**config.mk**
```make
export PLATFORM = sky130hd
export DESIGN_NAME = can_rx_read_ctrl
export DESIGN_NICKNAME = d
export VERILOG_FILES = /design/src/rtl/can_rx_read_ctrl.sv
export SDC_FILE = /design/constraint.sdc
export NUM_CORES = 1
export LEC_CHECK = 0
export ABC_CLOCK_PERIOD_IN_PS = 2150
export BUFFER_PORTS_ARGS = -buffer_cell sky130_fd_sc_hd__buf_4
export CORE_ASPECT_RATIO = 0.9
export CORE_MARGIN = 2
export CORE_UTILIZATION = 52
export DETAILED_ROUTE_END_ITERATION = 10
export GPL_ROUTABILITY_DRIVEN = 0
export GPL_TIMING_DRIVEN = 0
export PLACE_DENSITY_LB_ADDON = 0.15
export SYNTH_ARGS = -nofsm -noshare
export SYNTH_HDL_FRONTEND = slang
export SYNTH_SLANG_ARGS = --single-unit
```
**constraint.sdc**
```tcl
create_clock -name sys_clk -period 2.15 [get_ports sys_clk]
set_input_delay 0.5375 -clock sys_clk [delete_from_list [all_inputs] [get_ports sys_clk]]
set_output_delay 0.5375 -clock sys_clk [all_outputs]
set_load 0.03 [all_outputs]
```
**src/rtl/can_rx_read_ctrl.sv**
```systemverilog
// CAN RX read sequencer: pops one 128-bit message from the RX FIFO into a holding
// register and serves it to the host as ID/DLC/DW1/DW2 words until DW2 is read.
module can_rx_read_ctrl #(
    parameter int FIFO_RD_LAT = 1,
    parameter int CNT_W       = 16
) (
    input  logic             sys_clk,
    input  logic             IP2Can_reset,
    input  logic             rxfifo_empty,
    output logic             rxfifo_rd_en,
    input  logic [127:0]     rxfifo_op,
    input  logic             host_rd_req,
    input  logic [1:0]       host_rd_addr,
    output logic [31:0]      host_rd_data,
    output logic             host_rd_ack,
    output logic             msg_valid,
    output logic             rd_underrun,
    output logic [CNT_W-1:0] rx_msg_cnt
);

    typedef enum logic [1:0] {IDLE, FETCH, WAIT, HOLD} state_t;

    localparam logic [1:0] LAT = 2'(FIFO_RD_LAT);

    state_t             state_q;
    logic [1:0]         lat_cnt_q;
    logic [127:0]       hold_q;
    logic               rd_en_q;
    logic               ack_q;
    logic [31:0]        data_q;
    logic               msg_valid_q;
    logic               underrun_q;
    logic [CNT_W-1:0]   cnt_q;
    logic [31:0]        word_d;
    logic               consume;

    always_comb begin
        word_d = hold_q[127:96];
        case (host_rd_addr)
            2'd0:    word_d = hold_q[127:96];
            2'd1:    word_d = hold_q[95:64];
            2'd2:    word_d = hold_q[63:32];
            default: word_d = hold_q[31:0];
        endcase
    end

    // msg_valid_q is high exactly while in HOLD, so it doubles as the HOLD qualifier
    assign consume = host_rd_req && (host_rd_addr == 2'd3) && msg_valid_q;

    always_ff @(posedge sys_clk) begin
        if (IP2Can_reset) begin
            state_q     <= IDLE;
            lat_cnt_q   <= 2'd0;
            hold_q      <= '0;
            rd_en_q     <= 1'b0;
            ack_q       <= 1'b0;
            data_q      <= '0;
            msg_valid_q <= 1'b0;
            underrun_q  <= 1'b0;
            cnt_q       <= '0;
        end else begin
            rd_en_q <= 1'b0;
            case (state_q)
                IDLE: begin
                    if (!rxfifo_empty) begin
                        state_q <= FETCH;
                        rd_en_q <= 1'b1;
                    end
                end
                FETCH: begin
                    state_q   <= WAIT;
                    lat_cnt_q <= 2'd1;
                end
                WAIT: begin
                    // FETCH is latency cycle zero; data lands on the LAT-th WAIT cycle
                    if (lat_cnt_q == LAT) begin
                        hold_q      <= rxfifo_op;
                        msg_valid_q <= 1'b1;
                        state_q     <= HOLD;
                    end else begin
                        lat_cnt_q <= lat_cnt_q + 2'd1;
                    end
                end
                HOLD: begin
                    if (consume) begin
                        state_q     <= IDLE;
                        msg_valid_q <= 1'b0;
                        cnt_q       <= cnt_q + CNT_W'(1);
                    end
                end
                default: state_q <= IDLE;
            endcase

            ack_q  <= host_rd_req;
            data_q <= (host_rd_req && msg_valid_q) ? word_d : 32'd0;
            if (host_rd_req && !msg_valid_q)
                underrun_q <= 1'b1;
        end
    end

    assign rxfifo_rd_en = rd_en_q;
    assign host_rd_ack  = ack_q;
    assign host_rd_data = data_q;
    assign msg_valid    = msg_valid_q;
    assign rd_underrun  = underrun_q;
    assign rx_msg_cnt   = cnt_q;

endmodule

```
==> reports/summary.json, run 1 <==
{
  "outcome": {"value": "finished, final reports clean"},
  "worst_path_largest_cell_delay": {"value": 0.49, "unit": "ns"},
  "grt_use_met2": {"value": 43.15, "unit": "%"},
  "final_hold_viol_count": {"value": 0},
  "power.static_leakage": {"value": 3.510, "unit": "nW"},
  "cp.arrival": {"value": 2.50, "unit": "ns"},
  "synth_top_area_share": {"value": 51.96, "unit": "%"},
  "crit_type": {"value": "flip-flop to flip-flop"},
  "grt_util_met1": {"value": 36.58, "unit": "%"},
  "num_antenna_cells": {"value": 0},
  "power.density_cell_area": {"value": 849.2, "unit": "mW/mm^2"},
  "irDropWorstVdd": {"value": 0.0006364, "unit": "V"},
  "commonest_non_fill_non_tap_cell_in_the_layout": {"value": "nand2_1"},
  "cpLargestDelayFamily": {"value": "buffers and inverters"},
  "hold_ws": {"value": 0.2829, "unit": "ns"},
  "routed_wl": {"value": 19440, "unit": "microns"},
  "slew_headroom": {"value": 52.19, "unit": "%"},
  "grt_pass1_wl": {"value": 30350, "unit": "microns"},
  "synthesis.instances": {"value": 796},
  "grtUsageTotal": {"value": 27.18, "unit": "%"},
  "hold_path_depth": {"value": 2},
  "globalRouteMet3Util": {"value": 7.399, "unit": "%"},
  "dpl.hpwl": {"value": 13590, "unit": "microns"},
  "drt_first_pass_iters": {"value": 5},
  "timing.final.max_slew_violations": {"value": 0},
  "crit_path_end_kind": {"value": "flip-flop"},
  "dominant_cells_by_area_after_synthesis": {"value": "dfxtp_1 52%, nand2_1 14%, mux4_2 10%, a21oi_1 9.9%, nor2b_1 3.0%"},
  "drc": {"value": 0},
  "final_period_minus_worst_setup_slack": {"value": 2.137, "unit": "ns"},
  "grt_start_max_net_pins": {"value": 17},
  "start_util": {"value": 53.25, "unit": "%"},
  "synthesis.yosys.warnings": {"value": 0},
  "synth_largest_area_cell": {"value": "dfxtp_1"},
  "grt.overflow.total": {"value": 0},
  "synth.lib_cells_used.distinct": {"value": 32},
  "multiInputGateArea": {"value": 0.003144, "unit": "sq mm"},
  "timing.critical_path.fanout_max": {"value": 10},
  "area_delta_synth_final": {"value": 31.08, "unit": "%"},
  "synth-main-ff-cell": {"value": "dfxtp_1"},
  "first_global_vias": {"value": 5939},
  "max_slew.worst_pin.slew": {"value": 0.7171, "unit": "ns"},
  "detail_route.wl_per_cell": {"value": 16.50, "unit": "microns"},
  "number_of_cts_inserted_buffers": {"value": 17},
  "root_buffer": {"value": "clkbuf_16"},
  "placementRows": {"value": 40},
  "total_standard_cell_area_after_synthesis": {"value": 0.007089, "unit": "sq mm"},
  "cp_num_cells": {"value": 7},
  "timing.clock.skew": {"value": 0.009645, "unit": "ns"},
  "synth_seq_cells": {"value": 184},
  "design.core.area": {"value": 0.01331, "unit": "sq mm"},
  "drt_iter0_drc": {"value": 423},
  "design.die.area": {"value": 0.01458, "unit": "sq mm"},
  "worst_skew_pair_latency": {"value": 0.43, "unit": "ns"},
  "setup-violations-final": {"value": 0},
  "utilization": {"value": 69.80, "unit": "%"},
  "worst-r2r-cell-count": {"value": 7},
  "die_height": {"value": 114.8, "unit": "microns"},
  "vias": {"value": 6292},
  "synth.net_count": {"value": 937},
  "fill_cells": {"value": 1086},
  "post_route_cells_drive_above_1_share": {"value": 26.73, "unit": "%"},
  "post_synth.cell_area_avg": {"value": 8.906, "unit": "sq um"},
  "critPathMostFrequentCell": {"value": "nand2_1"},
  "synth.yosys.seq_area_share": {"value": 51.96, "unit": "%"},
  "synth_edf_count": {"value": 0},
  "routed_via_density": {"value": 5.341},
  "timing.hold.worst.class": {"value": "primary input to flip-flop"},
  "die-width": {"value": 127.1, "unit": "microns"},
  "cts_htree_levels": {"value": 4},
  "synthArstFlopShare": {"value": 0, "unit": "%"},
  "num-nets-final": {"value": 1139},
  "part_of_the_cycle_the_worst_path_needs": {"value": 99.39, "unit": "%"},
  "unrepaired_setup_endpoints_after_global_routing": {"value": "true"},
  "boundaryPins": {"value": 186},
  "timing.critical_path.required": {"value": 2.51, "unit": "ns"},
  "path_clk_slew": {"value": 0.07, "unit": "ns"},
  "numPortBuffers": {"value": 182},
  "antenna_violations_before_repair": {"value": 0},
  "max-cap-violations": {"value": 0},
  "clock_sinks": {"value": 184},
  "timing.fmax": {"value": 468.0, "unit": "MHz"},
  "seq_cell_area": {"value": 0.003684, "unit": "sq mm"},
  "postRouteAntennaNets": {"value": 0},
  "timing.critical_path.cells": {"value": "inv_1, ha_1, nand2_1, clkbuf_1, buf_1, nand2_1, a21oi_1"},
  "cts_tree": {"value": "yes"},
  "crit_path_top_delay_cell": {"value": "buf_1"},
  "cts_hold_buf": {"value": 0},
  "grt_most_used_layer": {"value": "met2"},
  "start_kind": {"value": "flip-flop"},
  "mostFrequentLayoutCells": {"value": "266 x nand2_1, 185 x buf_4, 184 x dfxtp_1, 140 x a21oi_1, 34 x nor2b_1"},
  "buffers_from_clock_root_to_sink_at_most": {"value": 2},
  "sum_of_buffers_and_inverters_on_the_critical_path": {"value": 3}
}
[final cells by class]
type	instances	share of cell area, %
inverters	6	0.2424
repair buffers	183	14.78
plain buffers	60	2.814
well taps	168	2.262
flip-flops and latches	184	39.64
multi-input cells	546	33.84
clock buffers	22	5.103
clock inverters	9	1.320
[synth_stat cells, drive strengths merged, types with 7 or more instances]
cell type	number
buf	7
mux4	32
ha	7
nor2	13
clkbuf	53
o21ai	10
a21oi	140
or3	7
dfxtp	184
nand4	7
nand2	266
nor2b	34
[registers in the layout (all words and copies together), names as in the netlist]
signal and count:
hold_q 128, host_rd_ack 1, host_rd_data 32, lat_cnt_q 2
msg_valid 1, rd_underrun 1, rx_msg_cnt 16, rxfifo_rd_en 1
state_q 2
[worst paths after layout]
kind,from,endpoint,slack [ns]
min reg2reg,hold_q[2]$_SDFFE_PP0P_,hold_q[2]$_SDFFE_PP0P_,0.45
min,rxfifo_empty,rxfifo_rd_en$_SDFF_PP0_,0.28
max reg2reg,state_q[0]$_SDFFE_PP0P_,hold_q[24]$_SDFFE_PP0P_,0.01
max,state_q[0]$_SDFFE_PP0P_,hold_q[24]$_SDFFE_PP0P_,0.01
[layer usage]
layer | vias to the layer above | share of wire (%)
met5 | - | 0
met4 | 0 | 1.9
met3 | 28 | 7.5
met2 | 235 | 46
met1 | 2970 | 45
li1 | 3059 | -
[kinds of logic after synthesis]
| group | count (synthesis) | share of synthesized area [%] |
|---|---|---|
| multiplexers | 33 | 10.31 |
| XOR/XNOR | 7 | 0.8648 |
| AO/OA/AOI/OAI | 153 | 10.94 |
| buffers and inverters | 66 | 3.689 |
| adder cells (fa/ha/maj) | 7 | 1.235 |
| AND/OR/NAND/NOR | 346 | 21.00 |
| flip-flops | 184 | 51.96 |
[stage by stage]
step / setup WS [ns] / power (mW) / instance area [sq um] / TNS (ns) / instances
global route: -0.1365 / 8.205 / 9293 / -3.299 / 1178
global placement: -0.1722 / 4.750 / 8666 / -8.434 / 1146
finish: 0.01302 / 7.892 / 9293 / 0 / 1178
detailed placement: -0.1776 / 4.765 / 8666 / -9.382 / 1146
CTS: 0.01070 / 7.911 / 9274 / 0 / 1177
floorplan: 0.1539 / 4.331 / 7089 / 0 / 796
[repair_timing]
item                                    CTS  global route
resized for setup                         9            23
buffers inserted                          0             1
pin swaps                                 0             1
endpoints found under the setup margin   90           103
[power by group]
part	internal (mW)	switching, mW	total, mW	leakage (nW)
clock network	1.91	1.27	3.18	0.296
registers	3.57	0.0908	3.66	1.48
logic	0.461	0.598	1.06	1.73
Note: power is estimated with default switching activity, not from simulation.
==> inputs of run 2 (changes only) <==
--- a/config.mk
+++ b/config.mk
@@ -6,9 +6,9 @@
 export NUM_CORES = 1
 export LEC_CHECK = 0
-export ABC_CLOCK_PERIOD_IN_PS = 2150
+export ABC_CLOCK_PERIOD_IN_PS = 2800
 export BUFFER_PORTS_ARGS = -buffer_cell sky130_fd_sc_hd__buf_4
 export CORE_ASPECT_RATIO = 0.9
 export CORE_MARGIN = 2
-export CORE_UTILIZATION = 52
+export CORE_UTILIZATION = 56
 export DETAILED_ROUTE_END_ITERATION = 10
 export GPL_ROUTABILITY_DRIVEN = 0
==> constraint.sdc (replaced) <==
create_clock -name sys_clk -period 2.8 [get_ports sys_clk]
set_input_delay 0.28 -clock sys_clk [delete_from_list [all_inputs] [get_ports sys_clk]]
set_output_delay 0.28 -clock sys_clk [all_outputs]
set_load 0.03 [all_outputs]
==> reports/summary.json, run 2 (synthesis gave the netlist of run 1 again) <==
{
  "drt_iter0_drc": {"value": 524, "change": "+24%"},
  "placementRows": {"value": 38, "change": "-5.0%"},
  "worstReg2RegStart": {"value": "state_q[0]$_SDFFE_PP0P_"},
  "irDropWorstVdd": {"value": 0.0005172, "unit": "V", "change": "-19%"},
  "registers.top_by_ff_count": {"value": "hold_q"},
  "die-width": {"value": 122.6, "unit": "microns", "change": "-3.5%"},
  "antenna_violations_before_repair": {"value": 0, "change": "unchanged"},
  "grt.overflow.total": {"value": 0, "change": "unchanged"},
  "final_period_minus_worst_setup_slack": {"value": 2.360, "unit": "ns", "change": "+0.2228 ns"},
  "worst_slack": {"value": 0.4403, "unit": "ns", "change": "+0.4272 ns"},
  "instance_area_after_placement": {"value": 0.008656, "unit": "sq mm", "change": "-0.12%"},
  "root_buffer": {"value": "clkbuf_16"},
  "drc": {"value": 0, "change": "unchanged"},
  "stdcell_area": {"value": 0.009159, "unit": "sq mm", "change": "-1.4%"},
  "max_slew.worst_pin.slew": {"value": 0.6878, "unit": "ns", "change": "-0.02932 ns"},
  "internal_power": {"value": 4.259, "unit": "mW", "change": "-28%"},
  "part_of_the_power_in_registers": {"value": 49.1, "unit": "%", "change": "+2.8 points"},
  "worstSetupEndpoint": {"value": "hold_q[22]$_SDFFE_PP0P_"},
  "dpl.hpwl": {"value": 13820, "unit": "microns", "change": "+1.7%"},
  "number_of_cts_inserted_buffers": {"value": 17, "change": "unchanged"},
  "post_cts_repair_setup_buffers": {"value": 0, "change": "unchanged"},
  "design.core.area": {"value": 0.01222, "unit": "sq mm", "change": "-8.2%"},
  "timing.critical_path.required": {"value": 3.15, "unit": "ns", "change": "+0.64 ns"},
  "cp.arrival": {"value": 2.71, "unit": "ns", "change": "+0.21 ns"},
  "commonest_non_fill_non_tap_cell_in_the_layout": {"value": "nand2_1"},
  "largest_reg_flops": {"value": 128, "change": "unchanged"},
  "unrepaired_setup_endpoints_after_global_routing": {"value": "false"},
  "worst_skew_pair_latency": {"value": 0.43, "unit": "ns", "change": "about the same"},
  "first_global_vias": {"value": 5987, "change": "+0.81%"},
  "grtUsageTotal": {"value": 29.00, "unit": "%", "change": "+1.8 points"},
  "postCtsResizedCells": {"value": 0, "change": "-9"},
  "slew_headroom": {"value": 54.15, "unit": "%", "change": "+2.0 points"},
  "crit_path_end_kind": {"value": "flip-flop"},
  "num-nets-final": {"value": 1138, "change": "-0.088%"},
  "power.density_cell_area": {"value": 625.2, "unit": "mW/mm^2", "change": "-26%"},
  "design.die.area": {"value": 0.01358, "unit": "sq mm", "change": "-6.9%"},
  "routed_wl": {"value": 19240, "unit": "microns", "change": "-1.0%"},
  "timing.critical_path.fanout_max": {"value": 10, "change": "unchanged"},
  "cts_htree_levels": {"value": 4, "change": "unchanged"},
  "routed_via_density": {"value": 5.429, "change": "+1.7%"},
  "buffers_from_clock_root_to_sink_at_most": {"value": 2, "change": "unchanged"},
  "numPortBuffers": {"value": 182, "change": "unchanged"},
  "grt_pass1_wl": {"value": 30140, "unit": "microns", "change": "-0.71%"},
  "postRouteAntennaNets": {"value": 0, "change": "unchanged"},
  "slack_of_the_worst_reg_to_reg_path": {"value": 0.44, "unit": "ns", "change": "+0.43 ns"},
  "final_hold_viol_count": {"value": 0, "change": "unchanged"},
  "path_clk_slew": {"value": 0.06, "unit": "ns", "change": "about the same"},
  "timing.rr.end": {"value": "hold_q[22]$_SDFFE_PP0P_"},
  "crit_type": {"value": "flip-flop to flip-flop"},
  "power.static_leakage": {"value": 3.404, "unit": "nW", "change": "-3.0%"},
  "post_route_cells_drive_above_1_share": {"value": 24.28, "unit": "%", "change": "-2.5 points"},
  "die_height": {"value": 110.7, "unit": "microns", "change": "-3.5%"},
  "power_frac_comb": {"value": 14.0, "unit": "%", "change": "+0.6 points"},
  "clockPowerShare": {"value": 36.9, "unit": "%", "change": "-3.3 points"},
  "num_antenna_cells": {"value": 0, "change": "unchanged"},
  "clock_sinks": {"value": 184, "change": "unchanged"},
  "outcome": {"value": "finished, final reports clean"},
  "mostFrequentLayoutCells": {"value": "266 x nand2_1, 184 x buf_4, 184 x dfxtp_1, 140 x a21oi_1, 61 x clkbuf_1"},
  "timing.hold.worst.class": {"value": "primary input to flip-flop"},
  "max-cap-violations": {"value": 0, "change": "unchanged"},
  "timing.clock.skew": {"value": 0.006019, "unit": "ns", "change": "-0.003626 ns"},
  "power.share.switching": {"value": 25.62, "unit": "%", "change": "+0.79 points"},
  "timing.critical_path.from": {"value": "state_q[0]$_SDFFE_PP0P_"},
  "area_delta_synth_final": {"value": 29.19, "unit": "%"},
  "setup-violations-final": {"value": 0, "change": "unchanged"},
  "start_util": {"value": 58.02, "unit": "%", "change": "+4.8 points"},
  "start_kind": {"value": "flip-flop"},
  "cts_hold_buf": {"value": 0, "change": "unchanged"},
  "vias": {"value": 6347, "change": "+0.87%"},
  "cts_tree": {"value": "yes"},
  "grt_start_max_net_pins": {"value": 17, "change": "unchanged"},
  "worst-r2r-cell-count": {"value": 8, "change": "+1"},
  "drt_first_pass_iters": {"value": 7, "change": "+2"},
  "boundaryPins": {"value": 186, "change": "unchanged"},
  "part_of_the_cycle_the_worst_path_needs": {"value": 84.28, "unit": "%", "change": "-15 points"},
  "timing.fmax": {"value": 423.8, "unit": "MHz", "change": "-9.4%"},
  "p_sw": {"value": 1.467, "unit": "mW", "change": "-25%"},
  "timing.final.max_slew_violations": {"value": 0, "change": "unchanged"},
  "post_place_setup_slack": {"value": 0.4966, "unit": "ns", "change": "+0.6742 ns"},
  "detail_route.wl_per_cell": {"value": 16.46, "unit": "microns", "change": "-0.25%"},
  "finalSetupTns": {"value": 0, "unit": "ns", "change": "unchanged"}
}
## run 2: cell count changes in the layout (fill, tap and decap cells not counted)
cell	delta
clkinvlp_4	-1
buf_1	-4
buf_2	-1
clkbuf_1	+28
clkbuf_2	-17
clkinv_2	-1
buf_4	-1
bufinv_16	-3
clkbuf_8	-1
## run 2: critical path: stages (launching register included)
cell and delay [ns]:
dfxtp_1 0.34, inv_1 0.11, ha_1 0.28, and2_1 0.15
clkbuf_1 0.17, clkbuf_1 0.42, clkbuf_1 0.52, nand2_1 0.14
a21oi_1 0.14
## run 2: final cells by class
class | count | area, sq um
Buffer | 60 | 239.0
Tap cell | 160 | 200.2
Sequential cell | 184 | 3684
Fill cell | 955 | 3060
Inverter | 6 | 22.52
Clock buffer | 27 | 483.0
Multi-Input combinational cell | 546 | 3144
Timing Repair Buffer | 182 | 1366
Clock inverter | 4 | 20.02
## run 2: routing by layer
layer / global-route usage [%] / routed length (microns) / vias up / share of wire (%)
li1: - / - / 3061 / -
met2: 45.93 / 9106 / 266 / 47
met1: 39.06 / 7970 / 2983 / 41
met3: 6.533 / 1714 / 37 / 8.9
met5: 0 / 0 / - / 0
met4: 10.04 / 449 / 0 / 2.3
## run 2: worst min path at each step
stage | endpoint | from | cells past startpoint
after floorplan | rxfifo_rd_en$_SDFF_PP0_ | rxfifo_empty | 1
after global placement | hold_q[69]$_SDFFE_PP0P_ | hold_q[69]$_SDFFE_PP0P_ | 2
after detailed placement | hold_q[21]$_SDFFE_PP0P_ | hold_q[21]$_SDFFE_PP0P_ | 2
after CTS | rxfifo_rd_en$_SDFF_PP0_ | rxfifo_empty | 2
after global routing | rxfifo_rd_en$_SDFF_PP0_ | rxfifo_empty | 2
final | rxfifo_rd_en$_SDFF_PP0_ | rxfifo_empty | 2
## run 2: power groups by stage
stage / Clock (mW) / Sequential [mW] / Combinational [mW]
2_1_floorplan: 0 / 2.86 / 0.469
3_3_place_gp: 0 / 2.86 / 0.774
3_5_place_dp: 0 / 2.87 / 0.795
4_1_cts: 2.13 / 2.81 / 0.798
5_1_grt: 2.25 / 2.82 / 0.882
6_report: 2.11 / 2.81 / 0.801
## run 2: metrics by stage
stage	util, %	hold WS (ns)	total power, mW	instances
3_3_place_gp	70.84	0.4405	3.636	1138
5_1_grt	74.95	0.02221	5.957	1169
6_report	74.95	0.02859	5.726	1169
3_5_place_dp	70.84	0.4442	3.661	1138
2_1_floorplan	-	0.3561	3.326	796
4_1_cts	74.95	0.02221	5.733	1169
==> inputs of run 3 (changes only) <==
Settings changed: ABC_AREA from default to 1, ABC_CLOCK_PERIOD_IN_PS 2800 to 2200, CORE_UTILIZATION 56 to 53.
Clock period 2.8 ns to 2.2 ns, I/O delays scaled along.
==> reports/summary.json, run 3 <==
{
  "outcome": {"value": "finished, final reports clean"},
  "die-width": {"value": 127.0, "unit": "microns", "change": "+3.6%"},
  "post_cts_repair_setup_buffers": {"value": 0, "change": "unchanged"},
  "power_frac_comb": {"value": 17.9, "unit": "%", "change": "+3.9 points"},
  "design.core.area": {"value": 0.01331, "unit": "sq mm", "change": "+8.9%"},
  "slew_headroom": {"value": 43.77, "unit": "%", "change": "-10 points"},
  "synth_seq_cells": {"value": 184, "change": "unchanged"},
  "detail_route.wl_per_cell": {"value": 14.98, "unit": "microns", "change": "-9.0%"},
  "share_of_synthesized_cell_area_in_full_adder_half_adder_and_majority_cells": {"value": 1.214, "unit": "%", "change": "-0.021 points"},
  "num_antenna_cells": {"value": 0, "change": "unchanged"},
  "timing.critical_path.fanout_max": {"value": 10, "change": "unchanged"},
  "grtUsageTotal": {"value": 28.23, "unit": "%", "change": "-0.77 points"},
  "part_of_the_cycle_the_worst_path_needs": {"value": 88.45, "unit": "%", "change": "+4.2 points"},
  "synth-main-ff-cell": {"value": "dfxtp_1"},
  "p_sw": {"value": 2.413, "unit": "mW", "change": "+64%"},
  "irDropWorstVdd": {"value": 0.0006011, "unit": "V", "change": "+16%"},
  "num-nets-final": {"value": 1321, "change": "+16%"},
  "cpLargestDelayFamily": {"value": "buffers and inverters"},
  "synthesized_area_fraction_occupied_by_xor_and_xnor_cells": {"value": 0.1214, "unit": "%", "change": "-0.74 points"},
  "grt_start_max_net_pins": {"value": 17, "change": "unchanged"},
  "unrepaired_setup_endpoints_after_global_routing": {"value": "false"},
  "routed_wl": {"value": 20390, "unit": "microns", "change": "+6.0%"},
  "synth_largest_area_cell": {"value": "dfxtp_1"},
  "synth_compound_area_share": {"value": 16.19, "unit": "%", "change": "+5.2 points"},
  "synthesis.instances": {"value": 976, "change": "+23%"},
  "design.die.area": {"value": 0.01456, "unit": "sq mm", "change": "+7.2%"},
  "clockPowerShare": {"value": 36.3, "unit": "%", "change": "-0.6 points"},
  "synthMuxAreaShare": {"value": 0, "unit": "%", "change": "-10 points"},
  "timing.critical_path.required": {"value": 2.57, "unit": "ns", "change": "-0.58 ns"},
  "power.density_cell_area": {"value": 924.6, "unit": "mW/mm^2", "change": "+48%"},
  "vias": {"value": 7021, "change": "+11%"},
  "part_of_the_power_in_registers": {"value": 45.8, "unit": "%", "change": "-3.3 points"},
  "die_height": {"value": 114.7, "unit": "microns", "change": "+3.5%"},
  "numPortBuffers": {"value": 183, "change": "+0.55%"},
  "cp.arrival": {"value": 2.31, "unit": "ns", "change": "-0.40 ns"},
  "dpl.cell_count": {"value": 1327, "change": "+17%"},
  "worst_path_largest_cell_delay": {"value": 0.41, "unit": "ns", "change": "-0.11 ns"},
  "clock_sinks": {"value": 184, "change": "unchanged"},
  "multiInputGateArea": {"value": 0.003047, "unit": "sq mm", "change": "-3.1%"},
  "internal_power": {"value": 6.300, "unit": "mW", "change": "+48%"},
  "worst_slack": {"value": 0.2540, "unit": "ns", "change": "-0.1862 ns"},
  "timing.clock.skew": {"value": 0.01116, "unit": "ns", "change": "+0.005140 ns"},
  "instance_area_after_placement": {"value": 0.008796, "unit": "sq mm", "change": "+1.6%"},
  "worst_skew_pair_latency": {"value": 0.43, "unit": "ns", "change": "about the same"},
  "largest_reg_flops": {"value": 128, "change": "unchanged"},
  "drt_first_pass_iters": {"value": 5, "change": "-2"},
  "placementRows": {"value": 40, "change": "+5.3%"},
  "crit_type": {"value": "flip-flop to flip-flop"},
  "timing.final.max_slew_violations": {"value": 0, "change": "unchanged"},
  "grt_pass1_wl": {"value": 31640, "unit": "microns", "change": "+5.0%"},
  "mostFrequentLayoutCells": {"value": "297 x nor2_1, 186 x buf_4, 184 x dfxtp_1, 165 x o21ai_0, 105 x nand2_1"},
  "final_period_minus_worst_setup_slack": {"value": 1.946, "unit": "ns", "change": "-0.4138 ns"},
  "stdcell_area": {"value": 0.009424, "unit": "sq mm", "change": "+2.9%"},
  "drt_iter0_drc": {"value": 557, "change": "+6.3%"},
  "power.share.switching": {"value": 27.69, "unit": "%", "change": "+2.1 points"},
  "total_standard_cell_area_after_synthesis": {"value": 0.007212, "unit": "sq mm", "change": "+1.7%"},
  "registers.top_by_ff_count": {"value": "hold_q"},
  "number_of_cts_inserted_buffers": {"value": 17, "change": "unchanged"},
  "path_clk_slew": {"value": 0.06, "unit": "ns", "change": "about the same"},
  "synth_top_area_share": {"value": 51.08, "unit": "%", "change": "-0.88 points"},
  "area_delta_synth_final": {"value": 30.67, "unit": "%"},
  "synth_common_cells": {"value": "297 x nor2_1, 184 x dfxtp_1, 165 x o21ai_0"},
  "timing.fmax": {"value": 513.9, "unit": "MHz", "change": "+21%"},
  "dpl.hpwl": {"value": 14790, "unit": "microns", "change": "+7.0%"},
  "postRouteAntennaNets": {"value": 0, "change": "unchanged"},
  "cts_tree": {"value": "yes"},
  "first_global_vias": {"value": 6281, "change": "+4.9%"},
  "hold_ws": {"value": 0.03845, "unit": "ns", "change": "+0.009855 ns"},
  "largest_family_of_logic_cells_by_synthesized_area": {"value": "simple AND/OR/NAND/NOR gates"},
  "root_buffer": {"value": "clkbuf_16"},
  "synthArstFlopShare": {"value": 0, "unit": "%", "change": "unchanged"},
  "routed_via_density": {"value": 5.159, "change": "-5.0%"},
  "commonest_non_fill_non_tap_cell_in_the_layout": {"value": "nor2_1"},
  "post_synth.cell_area_avg": {"value": 7.389, "unit": "sq um", "change": "-17%"},
  "timing.hold.worst.class": {"value": "primary input to flip-flop"},
  "antenna_violations_before_repair": {"value": 0, "change": "unchanged"},
  "cts_htree_levels": {"value": 4, "change": "unchanged"},
  "postCtsResizedCells": {"value": 0, "change": "unchanged"},
  "crit_path_end_kind": {"value": "flip-flop"},
  "max_slew.worst_pin.slew": {"value": 0.8404, "unit": "ns", "change": "+0.1526 ns"},
  "post_place_setup_slack": {"value": 0.2957, "unit": "ns", "change": "-0.2010 ns"},
  "seq_cell_area": {"value": 0.003684, "unit": "sq mm", "change": "unchanged"},
  "crit_path_top_delay_cell": {"value": "clkbuf_1"},
  "dominant_cells_by_area_after_synthesis": {"value": "dfxtp_1 51%, nor2_1 15%, o21ai_0 11%, nand2_1 5.5%, o211ai_1 3.3%"},
  "finalSetupTns": {"value": 0, "unit": "ns", "change": "unchanged"},
  "start_kind": {"value": "flip-flop"},
  "synth.net_count": {"value": 1117, "change": "+19%"},
  "fill_cells": {"value": 1137, "change": "+19%"},
  "power.static_leakage": {"value": 4.238, "unit": "nW", "change": "+24%"},
  "synth.yosys.seq_area_share": {"value": 51.08, "unit": "%", "change": "-0.88 points"},
  "boundaryPins": {"value": 186, "change": "unchanged"},
  "sum_of_buffers_and_inverters_on_the_critical_path": {"value": 3, "change": "-1"},
  "synthesis.yosys.warnings": {"value": 0, "change": "unchanged"},
  "setup-violations-final": {"value": 0, "change": "unchanged"},
  "final_hold_viol_count": {"value": 0, "change": "unchanged"},
  "buffers_from_clock_root_to_sink_at_most": {"value": 2, "change": "unchanged"},
  "synth_edf_count": {"value": 0, "change": "unchanged"},
  "timing.critical_path.cells": {"value": "inv_1, ha_1, nand2_1, buf_2, clkbuf_1, o21ai_0, nor2_1"},
  "synth.lib_cells_used.distinct": {"value": 23, "change": "-28%"},
  "synth_simple_gate_area_share": {"value": 24.72, "unit": "%", "change": "+3.7 points"},
  "yosys.cell_count.top_type": {"value": "nor2_1"},
  "grt.overflow.total": {"value": 0, "change": "unchanged"},
  "post_route_cells_drive_above_1_share": {"value": 20.28, "unit": "%", "change": "-4.0 points"},
  "max-cap-violations": {"value": 0, "change": "unchanged"},
  "finish.cell_count_without_fillers": {"value": 1361, "change": "+16%"},
  "drc": {"value": 0, "change": "unchanged"},
  "start_util": {"value": 54.17, "unit": "%", "change": "-3.8 points"}
}
## run 3: cell types whose count changed in the layout (fill, tap and decap cells not counted), moves of 34 or more
cell / previous run / this run
nor2_1: 13 / 297
nand2_1: 266 / 105
o21ai_0: 10 / 165
a21oi_1: 140 / 14
inv_1: 6 / 51
nand3_1: 4 / 43
nor2b_1: 34 / 0
## run 3: layer usage
metal,GRT usage [%],wire (microns),vias to the layer above
met5,0,0,-
met4,9.158,398,0
met3,6.449,1390,30
met2,46.27,9411,234
met1,37.19,9189,3198
li1,-,-,3559
## run 3: cells by family after synthesis
| logic type | count (synthesis) |
|---|---|
| adders and majority gates | 7 |
| and+or+nand+nor | 452 |
| xor gates and xnor gates | 1 |
| buffers and inverters | 116 |
| AOI/OAI and AO/OA | 216 |
| DFF | 184 |
## run 3: final timing paths
kind | from | end | slack (ns) | cells after the start
setup reg to reg | state_q[0]$_SDFFE_PP0P_ | hold_q[32]$_SDFFE_PP0P_ | 0.25 | 7
setup / recovery | state_q[0]$_SDFFE_PP0P_ | hold_q[32]$_SDFFE_PP0P_ | 0.25 | 7
hold reg to reg | hold_q[74]$_SDFFE_PP0P_ | hold_q[74]$_SDFFE_PP0P_ | 0.48 | 2
hold / removal | rxfifo_op[4] | hold_q[4]$_SDFFE_PP0P_ | 0.04 | 3
## run 3: metrics by stage
stage                     power, mW  utilization (%)
after floorplan               5.038                -
after global placement        5.538            66.07
after detailed placement      5.589            66.07
after CTS                     8.716            70.79
after global routing          9.146            70.79
final                         8.713            70.79
## run 3: repair_timing
action                                  CTS  global route
hold endpoints to repair                  5             0
hold buffers                              2             0
endpoints found under the setup margin    0             0
## run 3: final cells by class
class / instances / share of cell area (%)
buffer: 65 / 3.080
sequential: 184 / 39.09
timing repair buffer: 185 / 14.79
inverter: 51 / 2.031
multi-input combinational: 676 / 32.33
clock buffer: 23 / 5.178
clock inverter: 9 / 1.275
tap: 168 / 2.230
## run 3: power groups by stage
stage / combinational (mW) / sequential [mW] / clock [mW]
6_report: 1.56 / 3.99 / 3.16
5_1_grt: 1.78 / 4.04 / 3.33
4_1_cts: 1.56 / 3.98 / 3.18
3_5_place_dp: 1.53 / 4.06 / 0
3_3_place_gp: 1.50 / 4.04 / 0
2_1_floorplan: 1.01 / 4.03 / 0
## run 3: worst reg2reg max path, delay by kind of cell (launching register included)
kind	cells	cell delay (ns)
simple gates	2	0.26
compound gates	1	0.23
flops	1	0.36
buf+inv	3	0.79
fa+ha+maj	1	0.25
